[src/rtl/render_tunnel.sv]
// Animated tunnel renderer: background plus concentric squares, redrawn on each start.
// Filled and outline raster drawers share the shape registers; the latched mode selects one.
module render_tunnel #(
    parameter int unsigned CORDW      = 16,
    parameter int unsigned CIDXW      = 4,
    parameter int unsigned SCALE      = 1,
    parameter int unsigned WIDTH      = 320,
    parameter int unsigned HEIGHT     = 180,
    parameter int unsigned SHAPE_CNT  = 8,
    parameter int unsigned ANIM_CNT   = 5,
    parameter int unsigned ANIM_SPEED = 3,
    parameter int unsigned RING       = 10,
    parameter int unsigned GROW       = 1
) (
    input  logic                    clk,
    input  logic                    rst,
    input  logic                    oe,
    input  logic                    start,
    input  logic                    dir,
    input  logic                    pause,
    input  logic                    outline,
    output logic signed [CORDW-1:0] x,
    output logic signed [CORDW-1:0] y,
    output logic [CIDXW-1:0]        cidx,
    output logic                    drawing,
    output logic                    busy,
    output logic                    done
);

    localparam int unsigned SIDW = $clog2(SHAPE_CNT);
    localparam int unsigned AW   = $clog2(ANIM_CNT);
    localparam int unsigned SW   = (ANIM_SPEED > 1) ? $clog2(ANIM_SPEED) : 1;

    localparam logic signed [CORDW-1:0] CxS    = CORDW'(WIDTH / 2);
    localparam logic signed [CORDW-1:0] CyS    = CORDW'(HEIGHT / 2);
    localparam logic signed [CORDW-1:0] WMaxS  = CORDW'(WIDTH - 1);
    localparam logic signed [CORDW-1:0] HMaxS  = CORDW'(HEIGHT - 1);
    localparam logic signed [CORDW-1:0] RingS  = CORDW'(RING);
    localparam logic signed [CORDW-1:0] GrowS  = CORDW'(GROW);
    localparam logic signed [CORDW-1:0] ScaleS = CORDW'(SCALE);
    localparam logic signed [CORDW-1:0] CntS   = CORDW'(SHAPE_CNT);

    typedef enum logic [1:0] {StIdle, StInit, StDraw, StDone} state_e;

    state_e state_q, state_d;

    logic [SIDW-1:0]  shape_id_q;
    logic [AW-1:0]    cnt_anim_q;
    logic [SW-1:0]    cnt_speed_q;
    logic [CIDXW-1:0] colr_offs_q;
    logic [CIDXW-1:0] cidx_q;
    logic             outline_q;
    logic [1:0]       draw_start_q;

    logic signed [CORDW-1:0] sx0_q, sy0_q, sx1_q, sy1_q;
    logic signed [CORDW-1:0] gx0, gy0, gx1, gy1, k, h, a_s;

    logic signed [CORDW-1:0] drw_x [2];
    logic signed [CORDW-1:0] drw_y [2];
    logic                    drw_act [2];
    logic                    drw_done [2];

    logic accept, last_shape, sel_done;

    assign accept     = (state_q == StIdle) && start;
    assign last_shape = (shape_id_q == SIDW'(SHAPE_CNT - 1));
    assign sel_done   = outline_q ? drw_done[1] : drw_done[0];

    // Animation counters advance only on an accepted start.
    always_ff @(posedge clk) begin
        if (rst) begin
            cnt_anim_q  <= '0;
            cnt_speed_q <= '0;
            colr_offs_q <= '0;
            outline_q   <= 1'b0;
        end else if (accept) begin
            outline_q <= outline;
            if (!pause) begin
                if (cnt_speed_q == SW'(ANIM_SPEED - 1)) begin
                    cnt_speed_q <= '0;
                    if (!dir) begin
                        if (cnt_anim_q == AW'(ANIM_CNT - 1)) begin
                            cnt_anim_q  <= '0;
                            colr_offs_q <= colr_offs_q + 1'b1;
                        end else begin
                            cnt_anim_q <= cnt_anim_q + 1'b1;
                        end
                    end else begin
                        if (cnt_anim_q == '0) begin
                            cnt_anim_q  <= AW'(ANIM_CNT - 1);
                            colr_offs_q <= colr_offs_q - 1'b1;
                        end else begin
                            cnt_anim_q <= cnt_anim_q - 1'b1;
                        end
                    end
                end else begin
                    cnt_speed_q <= cnt_speed_q + 1'b1;
                end
            end
        end
    end

    // Shape corners before scaling; shape 0 is the full-screen background.
    always_comb begin
        a_s = $signed(CORDW'(cnt_anim_q));
        k   = CntS - $signed(CORDW'(shape_id_q));
        h   = k * RingS + k * GrowS * a_s;
        gx0 = CxS - h;
        gy0 = CyS - h;
        gx1 = CxS + h - CORDW'(1);
        gy1 = CyS + h - CORDW'(1);
        if (shape_id_q == '0) begin
            gx0 = '0;
            gy0 = '0;
            gx1 = WMaxS;
            gy1 = HMaxS;
        end
    end

    always_ff @(posedge clk) begin
        if (rst) begin
            state_q      <= StIdle;
            shape_id_q   <= '0;
            cidx_q       <= '0;
            draw_start_q <= '0;
            sx0_q        <= '0;
            sy0_q        <= '0;
            sx1_q        <= '0;
            sy1_q        <= '0;
        end else begin
            state_q      <= state_d;
            draw_start_q <= '0;
            case (state_q)
                StIdle: if (start) shape_id_q <= '0;
                StInit: begin
                    sx0_q        <= gx0 * ScaleS;
                    sy0_q        <= gy0 * ScaleS;
                    sx1_q        <= gx1 * ScaleS;
                    sy1_q        <= gy1 * ScaleS;
                    cidx_q       <= colr_offs_q + CIDXW'(shape_id_q);
                    draw_start_q <= outline_q ? 2'b10 : 2'b01;
                end
                StDraw: if (sel_done && !last_shape) shape_id_q <= shape_id_q + 1'b1;
                default: ;
            endcase
        end
    end

    always_comb begin
        state_d = state_q;
        busy    = 1'b1;
        done    = 1'b0;
        case (state_q)
            StIdle: begin
                busy = 1'b0;
                if (start) state_d = StInit;
            end
            StInit: state_d = StDraw;
            StDraw: if (sel_done) state_d = last_shape ? StDone : StInit;
            StDone: begin
                done    = 1'b1;
                state_d = StIdle;
            end
            default: state_d = StIdle;
        endcase
    end

    // Drawer 0 fills the rectangle; drawer 1 jumps from left to right edge on interior rows.
    for (genvar d = 0; d < 2; d++) begin : g_drawer
        localparam bit Outline = (d == 1);

        logic signed [CORDW-1:0] x_q, y_q, x0_q, y0_q, x1_q, y1_q;
        logic                    act_q, done_q;

        always_ff @(posedge clk) begin
            if (rst) begin
                act_q  <= 1'b0;
                done_q <= 1'b0;
                x_q    <= '0;
                y_q    <= '0;
                x0_q   <= '0;
                y0_q   <= '0;
                x1_q   <= '0;
                y1_q   <= '0;
            end else begin
                done_q <= 1'b0;
                if (draw_start_q[d]) begin
                    x0_q <= sx0_q;
                    y0_q <= sy0_q;
                    x1_q <= sx1_q;
                    y1_q <= sy1_q;
                    x_q  <= sx0_q;
                    y_q  <= sy0_q;
                    if (sx1_q < sx0_q || sy1_q < sy0_q) done_q <= 1'b1;
                    else act_q <= 1'b1;
                end else if (act_q && oe) begin
                    if (x_q == x1_q) begin
                        if (y_q == y1_q) begin
                            act_q  <= 1'b0;
                            done_q <= 1'b1;
                        end else begin
                            x_q <= x0_q;
                            y_q <= y_q + CORDW'(1);
                        end
                    end else if (Outline && x_q == x0_q && y_q != y0_q && y_q != y1_q) begin
                        x_q <= x1_q;
                    end else begin
                        x_q <= x_q + CORDW'(1);
                    end
                end
            end
        end

        assign drw_x[d]    = x_q;
        assign drw_y[d]    = y_q;
        assign drw_act[d]  = act_q;
        assign drw_done[d] = done_q;
    end

    assign x       = outline_q ? drw_x[1] : drw_x[0];
    assign y       = outline_q ? drw_y[1] : drw_y[0];
    assign drawing = (outline_q ? drw_act[1] : drw_act[0]) && oe;
    assign cidx    = cidx_q;

endmodule

[config.mk]
export PLATFORM = sky130hd
export DESIGN_NAME = render_tunnel
export DESIGN_NICKNAME = d
export VERILOG_FILES = /design/src/rtl/render_tunnel.sv
export SDC_FILE = /design/constraint.sdc
export NUM_CORES = 1
export LEC_CHECK = 0
export BUFFER_PORTS_ARGS = -buffer_cell sky130_fd_sc_hd__buf_4
export CAP_MARGIN = 25
export CORE_MARGIN = 2
export CORE_UTILIZATION = 45
export CTS_BUF_LIST = sky130_fd_sc_hd__clkbuf_16
export DETAILED_ROUTE_END_ITERATION = 10
export MAX_ROUTING_LAYER = met4
export PLACE_DENSITY = 0.63
export REMOVE_ABC_BUFFERS = 1
export SYNTH_ARGS = -nofsm -noshare
export SYNTH_HDL_FRONTEND = slang
export SYNTH_SLANG_ARGS = --single-unit
[constraint.sdc]
create_clock -name clk -period 8.2 [get_ports clk]
set_clock_uncertainty 0.15 [all_clocks]
set_input_delay 1.64 -clock clk [delete_from_list [all_inputs] [get_ports clk]]
set_output_delay 1.64 -clock clk [all_outputs]
set_load 0.01 [all_outputs]
==> results of run 1 <==
-- worst min-delay path: stages (launching register included) --
cell and delay (ns):
dfxtp_1 0.31, nand2_1 0.05, a21oi_1 0.05
-- metal layers --
metal | vias to the layer above | global-route usage [%]
li1 | 5239 | -
met1 | 5148 | 34.1
met2 | 384 | 40.3
met3 | 71 | 3.79
met4 | 0 | 7.32
met5 | - | -
-- cells in the mapped netlist, types with 37 or more instances --
cell type	instances
a21oi_1	98
clkbuf_1	69
dfxtp_1	202
ha_1	54
inv_1	77
mux2i_1	74
nand2_1	110
nor2_1	152
nor3_1	40
o21ai_0	49
xnor2_1	75
xor2_1	37
-- flip-flops by register name (all words and copies together) (netlist names) --
register         count
g_drawer.y1_q       17
sx1_q               10
cnt_speed_q          2
g_drawer.done_q      2
g_drawer.x_q        32
sx0_q               12
cnt_anim_q           3
draw_start_q         2
outline_q            1
colr_offs_q          4
sy1_q                8
g_drawer.x1_q       20
g_drawer.y0_q       11
cidx                 4
g_drawer.y_q        32
g_drawer.x0_q       24
g_drawer.act_q       2
state_q              2
sy0_q               11
shape_id_q           3
-- through the flow --
stage               hold WS (ns)  power (uW)  worst slack (ns)  utilization, %  std cells
global route               0.330        2500              2.48            50.1       1815
finish                     0.309        2400              2.90            50.1       1815
floorplan                  0.285        1270              3.41               -       1367
CTS                        0.310        2420              2.88            50.0       1814
detailed placement         0.296        1410              2.92            47.3       1770
global placement           0.291        1400              3.06            47.3       1770
-- cells by family after synthesis --
| group | after synthesis | share of synthesized area, % |
|---|---|---|
| AO/OA/AOI/OAI | 341 | 18.5 |
| multiplexers | 109 | 9.29 |
| AND/OR/NAND/NOR | 463 | 18.2 |
| flip-flops | 202 | 33.0 |
| adder cells (fa/ha/maj) | 63 | 6.99 |
| buffers and inverters | 185 | 6.06 |
| XOR/XNOR | 112 | 8.01 |
-- where the power goes --
part | leakage (uW) | switching, uW | internal, uW
logic | 0.00295 | 234 | 126
registers | 0.00163 | 30.8 | 1000
clock network | 0.000381 | 431 | 582
total | 0.00496 | 696 | 1710
-- worst min-delay path by stage --
stage                             start                   to  depth (start not counted)
detailed placement              cidx[2]              cidx[2]                          2
floorplan           g_drawer[0].x0_q[0]  g_drawer[0].x0_q[0]                          2
global placement                cidx[3]              cidx[3]                          2
global route                    cidx[3]              cidx[3]                          2
CTS                             cidx[2]              cidx[2]                          2
finish                          cidx[0]              cidx[0]                          2
-- area by class of cell --
class	count	area, um^2
clock inverter	19	118
clock buffer	25	626
sequential	202	4050
inverter	77	289
fill	2611	13400
timing repair buffer	63	473
multi-input combinational	1088	7470
tap	341	427
==> flow_summary_export.csv, run 1 <==
group,metric,value,unit
finish,mostFrequentLayoutCells,"dfxtp_1, nor2_1, nand2_1",
timing,finalSetupViolCount,0,
routing,drt_iter0_drc,758,
routing,drc,0,
placed_design,portBuffers,45,
floorplanning,die_width,169,um
cts,clock_latency,0.52,ns
global_route,track_usage,25.5,%
routing,ant_nets,0,
critical_path,worstRegToRegCells,16,
synth,synth_top_area_share,33.0,%
critical_path,cp.required,8.44,ns
outcome,status,"finished, final reports clean",
cts,cts.path.max_buffers,3,
cts,cts_tree,"yes",
floorplanning,dieArea,28600,um^2
routing,dr.max_layer_used,"met4",
cts,cts-buffers-inserted,24,
critical_path,critical_path.max_fanout,15,
finish,drive_gt1_share,10.3,%
critical_path,crit_path_end,"sy0_q[14]",
critical_path,cp.depth,16,
timing,worstMarginPinSlew,0.949,ns
synth,synth.distinct_cells,83,
global_route,antenna_found_initial,0,
cts,cts.reportedPaths.clkPinSlew,0.06,ns
routing,routedWlPerCell,19.6,um
finish,layout_commonest_cell,"dfxtp_1",
global_route,grt_max_degree,75,
critical_path,worst_path_dominant_cell_family,"adder cells",
cts,postCtsSetupRepairBufs,0,
floorplanning,die_h,169,um
global_route,grt_pass1_vias,10287,
critical_path,arrival,5.54,ns
cts,cts-root-buf,"clkbuf_16",
global_route,gr-total-overflow,0,
critical_path,crit_type,"reg -> reg",
floorplanning,core,26900,um^2
cts,cts_resized,0,
finish,finalNetCount,1526,
finish,diodes,0,
synth,seq_area_frac_synth,33.0,%
power,leakagePower,0.00496,uW
routing,wl_met3,2.25,mm
critical_path,crit_path_start_kind,"flop",
synth,syn_avg_cell_area,8.31,um^2
timing,rsz0062_at_grt,"false",
global_route,grt_pass1_wl,57.0,mm
routing,avgViaCountPerCell,5.97,
routing,num_vias,10842,
critical_path,cp-end-kind,"flop",
timing,max_freq,189,MHz
floorplanning,io_pins,46,
critical_path,cp-startpoint,"shape_id_q[0]",
synth,synthTopCellsByArea,"dfxtp_1, mux2i_1, ha_1",
cts,h-tree-depth,1,
floorplanning,rows,60,
synth,syn_area,12300,um^2
cts,cts.hold.buffers_added,0,
timing,setup_tns,0,ns
synth,ys_ff_latch,202,
synth,synth_largest_area_cell,"dfxtp_1",
placed_design,placed_cell_area,12700,um^2
floorplanning,start_util,45.6,%
routing,drt_pass1_iterations,5,
power,ir_worst_vdd,0.153,mV
cts,cts.sinks,202,
timing,period_needed,5.30,ns
synth,ys_warn_count,0,
finish,stdcell_area,13500,um^2
critical_path,critPathMaxStageDelay,0.62,ns
routing,wl_met2,16.2,mm
timing,slew_violations,0,
hold_path,min_path_type,"reg -> reg",
timing,maxSlewHeadroom,36.2,%
finish,area_growth_syn_to_layout,9.83,%
timing,period_share,64.6,%
critical_path,crit_top_cell,"ha_1",
synth,syn_inst,1475,
power,p_per_area,179,nW/um^2
critical_path,path_buf_inv,3,
synth,synth-main-ff-cell,"dfxtp_1",
job,cap_viol_max_count,0,
routing,wl_met1,16.2,mm
critical_path,crit_path_top_delay_cell,"or3_1",
placed_design,place.gp.congestion,0.908,
critical_path,ff2ff_setup_slack,2.90,ns
placed_design,dp_hpwl,25.2,mm
routing,finalWirelength,35.5,mm
critical_path,r2r-end,"sy0_q[14]",
critical_path,worstPathCellList,"inv_1, ha_1, ha_1, and2_1, ha_1, inv_1, fa_1, fa_1, inv_1, ha_1, a21o_1, a21oi_1, nor4b_1, or3_1, nor4_1, o21ai_0",
synth,async_reset_ff_share,0,%
critical_path,r2r-start,"shape_id_q[0]",
synth,synth_edf_count,0,
timing,finalHoldViolations,0,
Power figures use the tool's default switching activity.
==> run 2, diff against run 1 <==
--- a/config.mk
+++ b/config.mk
@@ -5,6 +5,7 @@
 export SDC_FILE = /design/constraint.sdc
 export NUM_CORES = 1
 export LEC_CHECK = 0
+export ABC_AREA = 1
 export BUFFER_PORTS_ARGS = -buffer_cell sky130_fd_sc_hd__buf_4
 export CAP_MARGIN = 25
 export CORE_MARGIN = 2
@@ -12,7 +13,7 @@
 export CTS_BUF_LIST = sky130_fd_sc_hd__clkbuf_16
 export DETAILED_ROUTE_END_ITERATION = 10
 export MAX_ROUTING_LAYER = met4
-export PLACE_DENSITY = 0.63
+export PLACE_DENSITY = 0.65
 export REMOVE_ABC_BUFFERS = 1
 export SYNTH_ARGS = -nofsm -noshare
 export SYNTH_HDL_FRONTEND = slang
==> constraint.sdc (replaced) <==
create_clock -name clk -period 4.6 [get_ports clk]
set_clock_uncertainty 0.15 [all_clocks]
set_input_delay 0.92 -clock clk [delete_from_list [all_inputs] [get_ports clk]]
set_output_delay 0.92 -clock clk [all_outputs]
set_load 0.01 [all_outputs]
==> run 2 against run 1 <==
Clock power rose by 72%. Via count up 14%. Clock-buffer cell count stayed put. Critical path depth is 4 higher. First-iteration DRC count is 41% higher. Synthesized cell count up 33%. Worst setup slack lost 2.5 ns. Die area is 2.7% higher. Core utilization is 0.20 points higher. Global-route usage shrank 0.10 points. Worst hold slack better by 0.012 ns. Critical path type unchanged. Largest power group unchanged. Highest routed layer unchanged.
==> flow_summary_export.csv, run 2 <==
group,metric,value,unit
outcome,status,"finished, final reports clean",
synth,synth-compound-area-share,16.8,%
cts,cts.path.max_buffers,3,
hold_path,min_path_type,"reg -> reg",
critical_path,cp-end-kind,"flop",
finish,finalNetCount,2038,
timing,finalSetupViolCount,0,
finish,diodes,0,
timing,slew_violations,0,
global_route,grt_max_degree,81,
floorplanning,die_width,171,um
synth,synth_xor_area_share,3.55,%
routing,num_vias,12366,
routing,wl_met1,17.2,mm
global_route,antenna_found_initial,0,
cts,cts_tree,"yes",
power,ir_worst_vdd,0.235,mV
cts,cts.sinks,202,
floorplanning,core,27700,um^2
finish,largestRegisters,"g_drawer.x_q (32), g_drawer.y_q (32), g_drawer.x0_q (24)",
critical_path,worstRegToRegCells,20,
synth,seq_area_frac_synth,32.1,%
synth,syn_area,12600,um^2
routing,ant_nets,0,
timing,setup_tns,0,ns
routing,routedWlPerCell,15.3,um
floorplanning,die_h,171,um
routing,avgViaCountPerCell,5.23,
power,p_per_area,370,nW/um^2
placed_design,place.gp.congestion,0.933,
job,cap_viol_max_count,0,
cts,cts-buffers-inserted,24,
global_route,grt_pass1_wl,58.4,mm
routing,drt_pass1_iterations,5,
routing,finalWirelength,36.2,mm
synth,async_reset_ff_share,0,%
floorplanning,dieArea,29300,um^2
synth,synthTopCellsByCount,"nand2_1, inv_1, nor2_1, dfxtp_1, a21oi_1",
cts,clock_latency,0.52,ns
routing,drc,0,
synth,synthSimpleGateAreaFrac,30.8,%
critical_path,r2r-end,"sx0_q[10]",
critical_path,r2r-start,"shape_id_q[1]",
finish,utilization,50.3,%
global_route,gr-total-overflow,0,
critical_path,ff2ff_setup_slack,0.36,ns
finish,area_growth_syn_to_layout,10.6,%
critical_path,crit_type,"reg -> reg",
routing,drt_iter0_drc,1069,
placed_design,dp.cells,2319,
floorplanning,rows,61,
synth,synthMuxAreaShare,0,%
cts,cts.reportedPaths.clkPinSlew,0.06,ns
routing,wl_met2,16.7,mm
synth,synth_top_area_share,32.1,%
global_route,grt_pass1_vias,11307,
placed_design,dp_hpwl,26.2,mm
cts,cts-root-buf,"clkbuf_16",
synth,synth_top_family_by_area,"simple AND/OR/NAND/NOR gates",
floorplanning,io_pins,46,
critical_path,arrival,4.53,ns
finish,drive_gt1_share,8.36,%
power,leakagePower,0.00632,uW
critical_path,crit_path_start_kind,"flop",
timing,maxSlewHeadroom,39.9,%
timing,period_share,92.1,%
synth,synth_edf_count,0,
synth,syn_avg_cell_area,6.44,um^2
hold_path,min_to,"g_drawer[0].act_q",
timing,finalHoldViolations,0,
synth,syn_inst,1956,
critical_path,critical_path.max_fanout,7,
hold_path,holdPathStages,2,
synth,synth_largest_area_cell,"dfxtp_1",
timing,period_needed,4.24,ns
timing,rsz0062_at_grt,"false",
routing,wl_met3,1.57,mm
finish,layout_commonest_cell,"nand2_1",
hold_path,min-delay-start,"g_drawer[0].act_q",
cts,h-tree-depth,1,
floorplanning,start_util,45.5,%
timing,max_freq,236,MHz
timing,worstMarginPinSlew,0.899,ns
synth,synth.distinct_cells,48,
finish,mostFrequentLayoutCells,"nand2_1, inv_1, nor2_1",
critical_path,cp.required,4.89,ns
synth,ys_ff_latch,202,
routing,dr.max_layer_used,"met4",
power,power,5160,uW
synth,synth-main-ff-cell,"dfxtp_1",
global_route,track_usage,25.4,%
finish,fin_cells,2363,
synth,synth_fa_ha_area_share,6.80,%
synth,synthTopCellsByArea,"dfxtp_1, nand2_1, a21oi_1",
timing,holdWs,0.321,ns
synth,ys_warn_count,0,
synth,synth.most_common_cell,"nand2_1",
placed_design,portBuffers,45,
-- run 2: cell types whose count changed in the layout (fill, tap and decap cells not counted), sizes merged, moves of 55 or more --
cell and delta:
nand2 +443, inv +164, o21ai +103, a21oi +83
nor2 +76, mux2i -74, xnor2 -55
-- run 2: how the worst max path moves through the flow --
stage                           end          start  slack (ns)
after CTS                 sy0_q[10]  shape_id_q[1]        0.10
after floorplan           sy0_q[10]  shape_id_q[0]        0.24
after detailed placement  sy0_q[10]  shape_id_q[1]        0.13
final                     sx0_q[10]  shape_id_q[1]        0.36
after global routing      sx0_q[10]  shape_id_q[1]        0.02
after global placement    sy0_q[10]  shape_id_q[1]        0.20
-- run 2: power breakdown --
group	internal, uW	switching (uW)	total [uW]
combinational	478	994	1470
sequential	1840	106	1950
clock	980	763	1740
-- run 2: kinds of logic (layout without fill, tap and decap cells) --
kind of cell,count (synthesis),in the layout
simple gates,929,929
compound gates,393,393
buf+inv,318,347
xor+xnor,51,51
fa+ha+maj,63,63
flops,202,202
-- run 2: critical path, cell delays in order (launching register included) --
cell and delay (ns):
dfxtp_2 0.36, inv_1 0.09, ha_1 0.20, ha_1 0.28, nand2_1 0.07, inv_1 0.04
ha_1 0.26, inv_1 0.05, fa_1 0.57, fa_2 0.46, fa_1 0.49, nand3b_1 0.21
nand2_1 0.10, nand2_1 0.07, nand2_1 0.08, inv_1 0.13, a21oi_2 0.21, nand2_1 0.06
nand2_1 0.07, nand3_1 0.07, a21oi_1 0.15
-- run 2: layout make-up --
cell class | instances | area [um^2]
Sequential cell | 202 | 4050
Timing Repair Buffer | 60 | 463
Multi-Input combinational cell | 1436 | 7310
Inverter | 244 | 917
Clock inverter | 18 | 90.1
Fill cell | 2840 | 13800
Tap cell | 378 | 473
Clock buffer | 25 | 626
-- run 2: repair_timing --
item                                    4_1_cts  5_1_grt
endpoints found under the setup margin        0       21
buffers inserted                              0        1
gates resized for setup                       0        8
hold buffers                                  0        0
endpoints found under the hold margin         0        0
-- run 2: metal layers --
layer  track usage [%]  vias up
li1                  -     6312
met1              33.8     5722
met2              41.3      275
met3              2.81       57
met4              6.63        0
met5                 -        -
-- run 2: metrics by stage --
| step | area [um^2] | setup slack (ns) |
|---|---|---|
| floorplan | 12200 | 0.243 |
| global placement | 13200 | 0.196 |
| detailed placement | 13200 | 0.125 |
| CTS | 13900 | 0.101 |
| global route | 13900 | 0.0211 |
| finish | 13900 | 0.361 |
==> run 3, diff against run 2 <==
--- a/config.mk
+++ b/config.mk
@@ -6,14 +6,14 @@
 export NUM_CORES = 1
 export LEC_CHECK = 0
 export ABC_AREA = 1
-export BUFFER_PORTS_ARGS = -buffer_cell sky130_fd_sc_hd__buf_4
 export CAP_MARGIN = 25
 export CORE_MARGIN = 2
 export CORE_UTILIZATION = 45
 export CTS_BUF_LIST = sky130_fd_sc_hd__clkbuf_16
 export DETAILED_ROUTE_END_ITERATION = 10
+export DONT_BUFFER_PORTS = 1
 export MAX_ROUTING_LAYER = met4
-export PLACE_DENSITY = 0.65
+export PLACE_DENSITY = 0.63
 export REMOVE_ABC_BUFFERS = 1
 export SYNTH_ARGS = -nofsm -noshare
 export SYNTH_HDL_FRONTEND = slang
==> run 3 against run 2 <==
Worst setup slack worse by 0.0028 ns. Non-clock buffer count down 44. Critical path depth up 3. Core utilization down 1.4 points. Global-route usage up 0.11 points. Clock-buffer cell count unchanged. Total power down 1.9%. Final area down 2.7%.
==> flow_summary_export.csv, run 3 (synthesis results as in run 2) <==
group,metric,value,unit
routing,drc,0,
timing,rsz0062_at_grt,"false",
timing,holdWs,0.319,ns
power,switching_share,35.8,%
cts,cts.sinks,202,
power,leakagePower,0.00607,uW
critical_path,arrival,4.53,ns
power,p_per_area,373,nW/um^2
global_route,track_usage,25.5,%
cts,cts-buffers-inserted,24,
power,p_int,3250,uW
job,cap_viol_max_count,0,
routing,drt_iter0_drc,1039,
hold_path,min_path_type,"reg -> reg",
timing,worstMarginPinSlew,0.705,ns
placed_design,place.gp.congestion,0.925,
placed_design,placed_cell_area,12800,um^2
finish,finalNetCount,1994,
cts,h-tree-depth,1,
global_route,gr-total-overflow,0,
placed_design,place_ws,0.183,ns
critical_path,worstPathCellList,"inv_1, ha_1, ha_1, buf_4, nand2_1, inv_1, ha_1, ha_1, inv_1, fa_1, inv_1, ha_1, a21oi_1, nand2_1, nand2_1, nand2_1, nand2_1, nand2_1, a21oi_2, nand2_1, nand2_1, nand3_1, a21oi_1",
cts,clock_latency,0.52,ns
outcome,status,"finished, final reports clean",
critical_path,crit_path_top_delay_cell,"fa_1",
power,clkPwrFrac,33.7,%
power,power,5060,uW
cts,cts_resized,0,
critical_path,cp.required,4.89,ns
routing,drt_pass1_iterations,6,
cts,cts.hold.buffers_added,0,
timing,setup_tns,0,ns
timing,finalHoldViolations,0,
floorplanning,io_pins,46,
finish,drive_gt1_share,6.03,%
timing,fin_ws,0.358,ns
floorplanning,die_h,171,um
global_route,grt_pass1_wl,58.6,mm
finish,stdcell_area,13600,um^2
cts,cts-root-buf,"clkbuf_16",
global_route,grt_max_degree,85,
floorplanning,core,27700,um^2
timing,maxSlewHeadroom,53.0,%
routing,ant_nets,0,
critical_path,worst_path_dominant_cell_family,"adder cells",
placed_design,dp_hpwl,26.2,mm
critical_path,path_buf_inv,5,
routing,avgViaCountPerCell,5.29,
timing,max_freq,236,MHz
finish,area_growth_syn_to_layout,7.60,%
power,ir_worst_vdd,0.228,mV
power,comb_power_share,27.9,%
finish,mostFrequentLayoutCells,"nand2_1, inv_1, nor2_1",
critical_path,crit_type,"reg -> reg",
critical_path,crit_path_start_kind,"flop",
cts,postCtsSetupRepairBufs,0,
routing,routedWlPerCell,15.7,um
timing,finalSetupViolCount,0,
floorplanning,rows,61,
floorplanning,start_util,45.5,%
timing,slew_violations,0,
finish,layout_commonest_cell,"nand2_1",
floorplanning,dieArea,29300,um^2
critical_path,crit_top_cell,"nand2_1",
power,p_sw,1810,uW
finish,diodes,0,
critical_path,critPathMaxStageDelay,0.53,ns
cts,cts_tree,"yes",
timing,period_share,92.2,%
critical_path,cp-end-kind,"flop",
routing,num_vias,12262,
power,power_frac_seq,38.4,%
global_route,antenna_found_initial,0,
finish,largestRegisters,"g_drawer.x_q (32), g_drawer.y_q (32), g_drawer.x0_q (24)",
floorplanning,die_width,171,um
timing,period_needed,4.24,ns
critical_path,critical_path.max_fanout,7,
global_route,grt_pass1_vias,11238,
cts,cts.path.max_buffers,3,
cts,cts.reportedPaths.clkPinSlew,0.06,ns
placed_design,portBuffers,0,
routing,finalWirelength,36.5,mm
[run 3: cell count changes in the layout (fill, tap and decap cells not counted), sizes merged]
cell | before | now
buf | 60 | 16
clkinvlp | 2 | 0
[run 3: path summary, 6_finish.rpt]
check,startpoint,endpoint,slack (ns),depth (start not counted)
hold reg to reg,g_drawer[0].act_q,g_drawer[0].act_q,0.32,2
setup reg to reg,shape_id_q[1],sx0_q[10],0.36,23
setup / recovery,shape_id_q[1],sx0_q[10],0.36,23
hold / removal,g_drawer[0].act_q,g_drawer[0].act_q,0.32,2
[run 3: per-layer routing]
metal / global-route usage [%] / vias up / share of wire, %
met5: - / - / 0
met4: 7.30 / 0 / 2.7
met3: 2.95 / 65 / 5.7
met2: 41.9 / 330 / 46
met1: 33.3 / 5662 / 45
li1: - / 6205 / -
[run 3: final cells by class]
| cell class | instances | area [um^2] |
|---|---|---|
| Fill cell | 2888 | 14200 |
| Clock inverter | 16 | 62.6 |
| Inverter | 244 | 917 |
| Sequential cell | 202 | 4050 |
| Multi-Input combinational cell | 1436 | 7300 |
| Clock buffer | 25 | 626 |
| Tap cell | 378 | 473 |
| Timing Repair Buffer | 16 | 120 |
[run 3: power groups by stage]
stage / clock network [uW] / registers [uW] / logic, uW
5_1_grt: 1790 / 1960 / 1600
2_1_floorplan: 0 / 1950 / 1020
3_3_place_gp: 0 / 1980 / 1370
4_1_cts: 1730 / 1940 / 1390
3_5_place_dp: 0 / 1980 / 1380
6_report: 1700 / 1940 / 1410
[run 3: tightest hold or removal path, cell delays in order (launching register included)]
cell and delay, ns:
dfxtp_1 0.30, nand2_1 0.07, a21oi_1 0.05
[run 3: stage by stage]
stage / std cells / utilization [%]
finish: 2317 / 48.9
global route: 2317 / 48.9
CTS: 2317 / 48.8
detailed placement: 2276 / 46.4
global placement: 2276 / 46.4
floorplan: 1882 / -
